===== config.mk =====
export PLATFORM = sky130hd
export DESIGN_NAME = lcd_frame_writer
export DESIGN_NICKNAME = d
export VERILOG_FILES = /design/src/rtl/lcd_frame_writer.sv
export SDC_FILE = /design/constraint.sdc
export NUM_CORES = 1
export LEC_CHECK = 0
export BUFFER_PORTS_ARGS = -buffer_cell sky130_fd_sc_hd__buf_4
export CORE_MARGIN = 3
export CORE_UTILIZATION = 30
export CTS_CLUSTER_DIAMETER = 80
export CTS_CLUSTER_SIZE = 8
export DETAILED_ROUTE_END_ITERATION = 6
export GPL_ROUTABILITY_DRIVEN = 0
export GPL_TIMING_DRIVEN = 0
export PLACE_DENSITY = 0.51
export RECOVER_POWER = 25
export SYNTH_ARGS = -nofsm -noshare
export SYNTH_HDL_FRONTEND = slang
export SYNTH_SLANG_ARGS = --single-unit

===== constraint.sdc =====
create_clock -name clk -period 2.03 [get_ports clk]
set_input_delay 0.203 -clock clk [delete_from_list [all_inputs] [get_ports clk]]
set_output_delay 0.203 -clock clk [all_outputs]
set_load 0.01 [all_outputs]

===== src/rtl/lcd_frame_writer.sv =====
// KS0108-style 128x64 LCD writer: power-up init, then streams a 1024-byte frame from a 1-cycle-latency pixel source.
// Optional continuous redraw when LCD_CONT_REFRESH_EN is defined.
module lcd_frame_writer #(
    parameter int RST_CYC = 16,
    parameter int EN_HIGH = 2
) (
    input  logic       clk,
    input  logic       rst,
    input  logic       start,
    output logic       pix_rd_en,
    output logic [9:0] pix_addr,
    input  logic [7:0] pix_data,
    output logic       busy,
    output logic       frame_done,
    output logic       lcd_rst_n,
    output logic [1:0] lcd_cs,
    output logic       lcd_di,
    output logic       lcd_rw,
    output logic       lcd_en,
    output logic [7:0] lcd_data
);
    localparam int PW = $clog2(EN_HIGH + 2);
    localparam int RW = $clog2(RST_CYC + 1);

    typedef enum logic [2:0] {
        S_RST_HOLD, S_INIT, S_IDLE, S_SET_PAGE, S_SET_COL, S_FETCH, S_WRITE, S_DONE
    } state_t;

    state_t        state_q, state_d;
    logic [PW-1:0] phase_q, phase_d;
    logic [RW-1:0] rcnt_q, rcnt_d;
    logic [1:0]    step_q, step_d;
    logic [2:0]    page_q, page_d;
    logic          half_q, half_d;
    logic [5:0]    col_q, col_d;
    logic [9:0]    addr_q, addr_d;
    logic [1:0]    cs_q, cs_d;
    logic          di_q, di_d;
    logic [7:0]    data_q, data_d;

    logic       tx_active, tx_phase0, tx_last;
    logic [1:0] tx_cs;
    logic       tx_di;
    logic [7:0] tx_byte;

    always_ff @(posedge clk or posedge rst) begin
        if (rst) begin
            state_q <= S_RST_HOLD;
            phase_q <= '0;
            rcnt_q  <= '0;
            step_q  <= '0;
            page_q  <= '0;
            half_q  <= 1'b0;
            col_q   <= '0;
            addr_q  <= '0;
            cs_q    <= '0;
            di_q    <= 1'b0;
            data_q  <= '0;
        end else begin
            state_q <= state_d;
            phase_q <= phase_d;
            rcnt_q  <= rcnt_d;
            step_q  <= step_d;
            page_q  <= page_d;
            half_q  <= half_d;
            col_q   <= col_d;
            addr_q  <= addr_d;
            cs_q    <= cs_d;
            di_q    <= di_d;
            data_q  <= data_d;
        end
    end

    always_comb begin
        state_d = state_q;
        phase_d = phase_q;
        rcnt_d  = rcnt_q;
        step_d  = step_q;
        page_d  = page_q;
        half_d  = half_q;
        col_d   = col_q;
        addr_d  = addr_q;
        cs_d    = cs_q;
        di_d    = di_q;
        data_d  = data_q;

        tx_active = (state_q == S_INIT) || (state_q == S_SET_PAGE) ||
                    (state_q == S_SET_COL) || (state_q == S_WRITE);
        tx_phase0 = tx_active && (phase_q == '0);
        tx_last   = tx_active && (phase_q == PW'(EN_HIGH + 1));
        tx_cs     = half_q ? 2'b10 : 2'b01;
        tx_di     = (state_q == S_WRITE);
        tx_byte   = 8'h00;
        case (state_q)
            S_INIT: begin
                tx_cs   = step_q[1] ? 2'b10 : 2'b01;
                tx_byte = step_q[0] ? 8'hC0 : 8'h3F;
            end
            S_SET_PAGE: tx_byte = 8'hB8 | {5'd0, page_q};
            S_SET_COL:  tx_byte = 8'h40;
            S_WRITE:    tx_byte = pix_data;
            default:    tx_byte = 8'h00;
        endcase

        if (tx_active) phase_d = tx_last ? '0 : phase_q + 1'b1;
        // Bus fields are only launched in phase 0; the held copy covers the rest of the TX.
        if (tx_phase0) begin
            cs_d   = tx_cs;
            di_d   = tx_di;
            data_d = tx_byte;
        end

        case (state_q)
            S_RST_HOLD: begin
                if (rcnt_q == RW'(RST_CYC - 1)) state_d = S_INIT;
                else                            rcnt_d  = rcnt_q + 1'b1;
            end
            S_INIT: begin
                if (tx_last) begin
                    step_d = step_q + 1'b1;
`ifdef LCD_CONT_REFRESH_EN
                    if (step_q == 2'd3) state_d = S_SET_PAGE;
`else
                    if (step_q == 2'd3) state_d = S_IDLE;
`endif
                end
            end
            S_IDLE: begin
                if (start) begin
                    state_d = S_SET_PAGE;
                    page_d  = '0;
                    half_d  = 1'b0;
                end
            end
            S_SET_PAGE: if (tx_last) state_d = S_SET_COL;
            S_SET_COL: begin
                if (tx_last) begin
                    col_d   = '0;
                    state_d = S_FETCH;
                end
            end
            S_FETCH: begin
                addr_d  = {page_q, half_q, col_q};
                state_d = S_WRITE;
            end
            S_WRITE: begin
                if (tx_last) begin
                    if (col_q != 6'd63) begin
                        col_d   = col_q + 1'b1;
                        state_d = S_FETCH;
                    end else if (!half_q) begin
                        half_d  = 1'b1;
                        state_d = S_SET_PAGE;
                    end else if (page_q != 3'd7) begin
                        page_d  = page_q + 1'b1;
                        half_d  = 1'b0;
                        state_d = S_SET_PAGE;
                    end else begin
                        page_d  = '0;
                        half_d  = 1'b0;
                        state_d = S_DONE;
                    end
                end
            end
            S_DONE: begin
`ifdef LCD_CONT_REFRESH_EN
                state_d = S_SET_PAGE;
`else
                state_d = S_IDLE;
`endif
            end
            default: state_d = S_RST_HOLD;
        endcase

        if (state_d == S_IDLE) cs_d = '0;
    end

    assign lcd_rw     = 1'b0;
    assign lcd_rst_n  = (state_q != S_RST_HOLD);
    assign busy       = (state_q != S_IDLE);
    assign frame_done = (state_q == S_DONE);
    assign pix_rd_en  = (state_q == S_FETCH);
    assign pix_addr   = (state_q == S_FETCH) ? {page_q, half_q, col_q} : addr_q;
    assign lcd_en     = tx_active && (phase_q != '0) && !tx_last;
    assign lcd_cs     = tx_phase0 ? tx_cs   : cs_q;
    assign lcd_di     = tx_phase0 ? tx_di   : di_q;
    assign lcd_data   = tx_phase0 ? tx_byte : data_q;
endmodule


==> out/results.ini <==
[sta]
tightest_slew_ns = 0.7528
slew_viol_final = 0
fin_worst_skew_ns = 0.005052
fin_crit_ns = 1.980
hold_slack_ns = 0.1462
hold_viol = 0
fin_crit_sh_pct = 97.56
setup_violations = 0
relSlewSlack_pct = 49.81
fmax_mhz = 504.9
rsz0062_at_grt = true

[final_layout]
final_nets = 303
diodes = 0
n_fill_cell = 762
area_delta_synth_final_pct = 31.35
multi_input_area_mm2 = 0.001161
seq_area_mm2 = 0.001079
fin_area_mm2 = 0.002978
drive_gt1_share_pct = 31.93

[drt]
remaining_drc_errors = 0
drt_iter0_drc = 136
drt_pass1_iterations = 4
wl_met1_um = 2810
top_layer_used = met4
routed-wl-met2_um = 2619
viasPerCell = 4.878
finalWirelength_um = 5725
post_drt_wl_per_cell_um = 14.91
vias = 1873
ant_nets = 0
wl_met3_um = 252

[worst_setup_path]
reg2reg_to = cs_q[0]
path_common_cell = buf_4
reg2reg_from = rcnt_q[0]
r2r_setup_slack_ns = 0.08
crit_family = flip-flops
cp.arrival_ns = 1.78
r2r_cells = 7
cp_max_fo = 9
crit_path_start_kind = register
worstSetupPathType = register to output pin
cp_slowest_cell = dfrtp_2
crit_chain = buf_4, nor2b_2, buf_6, a22o_1, a21oi_1, o21ai_1, buf_4
cp-end-kind = output pin
path_buf_inv = 3
cp_slowest_stage_delay_ns = 0.45
worst_ep_required_time_ns = 1.83

[global_routing]
grt_first_pass_wirelength_um = 9142
grt-ovfl-total = 0
first_global_vias = 1801
antenna_found_initial = 0
grt_usage_pct = 13.47
grt_max_degree = 29

[die]
coreArea_mm2 = 0.007292
die_area_mm2 = 0.008636
die_x_um = 92.93
io_pins = 38
rows = 31
initial_core_util_pct = 31.09
die_h_um = 92.93

[worst_hold_path]
min_path_cells = 3
hp-start = pix_data[3]
hold-path-endpoint = data_q[3]
min_path_type = primary input to register

[run]
cap_violations = 0

[clock_tree]
cts.clk_slew.worst_paths_ns = 0.08
cts_max_level = 2
tritoncts = done
clock_sinks = 43
cts-root-buf = clkbuf_8
cts_buffer_depth = 2
cts_made_buffers = 5
clkLatencyLatePin_ns = 0.30

[synthesis]
syn-cell-area_mm2 = 0.002267
yosysMostFrequentCell = dfrtp_1
syn_inst = 230
synth_fp_nets = 249
synth_ff_type = dfrtp_1
synth-seq-cells = 43
ys_top_cells_by_count = dfrtp_1, nand2_1, o21ai_0
netlist.area_leader.share_pct = 47.46
synth_cell_types = 51
synth_edf_count = 0
avgSynthCellArea_um2 = 9.857
yosys-top-cells-area = dfrtp_1, nand2_1, ha_1
synth-async-reset-ratio_pct = 100.0
yosys_warnings = 0
seq_area_frac_synth_pct = 47.46
synth_top_area_cell = dfrtp_1

[power_and_ir_drop]
seq_power_share_pct = 31.1
switching_share_pct = 41.44
p_per_area_mw_per_mm2 = 1446
ir_worst_vdd_uv = 507.6
p_int_mw = 2.521
clockPowerShare_pct = 12.6
p_leak_nw = 1.390
comb_power_share_pct = 56.3
p_sw_mw = 1.784
power.total_mw = 4.305

[place]
dp_hpwl_um = 4008
place_area_mm2 = 0.002681
port_buffers = 36

[run_status]
outcome = completed

flip-flops by register name, summed over array words and instances, names as in the netlist:
signal and cells:
phase_q 2, addr_q 10, di_q 1, cs_q 2, rcnt_q 5, half_q 1, col_q 6, step_q 2
state_q 3, page_q 3, data_q 8
worst max path at each step:
stage,from,to,cells after the start,slack [ns]
floorplan,rcnt_q[0],cs_q[0],8,0.16
global placement,state_q[1],pix_addr[5],6,-0.1
detailed placement,state_q[1],pix_addr[5],6,-0.11
CTS,state_q[1],pix_addr[5],5,0.009
global route,state_q[2],lcd_data[2],6,-0.05
finish,state_q[2],lcd_data[2],7,0.05
cells by family after synthesis:
group	share of synthesized area, %
AO/OA/AOI/OAI	18.76
XOR/XNOR	2.649
adder cells (fa/ha/maj)	4.415
buffers and inverters	5.408
flip-flops	47.46
multiplexers	4.360
other	0.1654
AND/OR/NAND/NOR	16.78
power by group through the flow:
stage                     registers [mW]  logic [mW]  clock network (mW)
after floorplan                     1.29        1.32                   0
after global placement              1.34        1.99                   0
after detailed placement            1.35        2.01                   0
after CTS                           1.35        2.21               0.567
after global routing                1.37        2.70               0.605
final                               1.34        2.42               0.544
layout by cell type (no fill, tap or decap), types with 3 or more instances in the layout:
master	Yosys	layout
buf_4	1	47
dfrtp_1	43	41
nand2_1	35	34
o21ai_0	16	16
inv_1	13	13
a21oi_1	9	8
nand3_1	8	6
clkbuf_8	0	6
ha_1	8	6
nor2_1	5	5
mux2_2	5	5
nor3_1	4	4
xnor2_1	4	4
a22oi_1	4	4
o21ai_1	7	4
buf_2	5	3
nand2b_1	3	3
o221ai_1	3	3
and3_1	3	3
o21ai_2	0	3
a22o_1	3	3
metrics by stage:
stage	setup WS (ns)	std cells	utilization, %	setup TNS (ns)
final	0.04951	384	40.84	0
after global routing	-0.04928	384	40.84	-0.1734
after detailed placement	-0.1106	366	36.77	-0.2962
after CTS	0.009208	376	39.34	0
after floorplan	0.1601	230	-	0
after global placement	-0.09864	365	36.50	-0.1559
per-layer routing:
metal | vias up | GRT usage, %
met5 | - | 0
met4 | 0 | 2.808
met3 | 7 | 3.981
met2 | 39 | 20.16
met1 | 903 | 19.25
li1 | 924 | -
worst min-delay path, cell delays in order:
cell and delay, ns:
buf_4 0.08, a22oi_1 0.05, nand2_1 0.08
layout make-up:
class / count / share of cell area, %
flip-flops and latches: 43 / 36.22
multi-input cells: 160 / 38.99
repair buffers: 49 / 12.77
well taps: 99 / 4.160
clock inverters: 1 / 0.1681
clock buffers: 7 / 2.563
inverters: 15 / 1.975
plain buffers: 10 / 3.151
timing repair:
action | in CTS | in global routing
hold buffers | 1 | 0
buffers inserted | 3 | 8
resized for setup | 22 | 15
gates cloned | 0 | 1
hold endpoints to repair | 15 | 0
endpoints found under the setup margin | 25 | 18
pin swaps | 2 | 6
(Power assumes the default switching activity.)
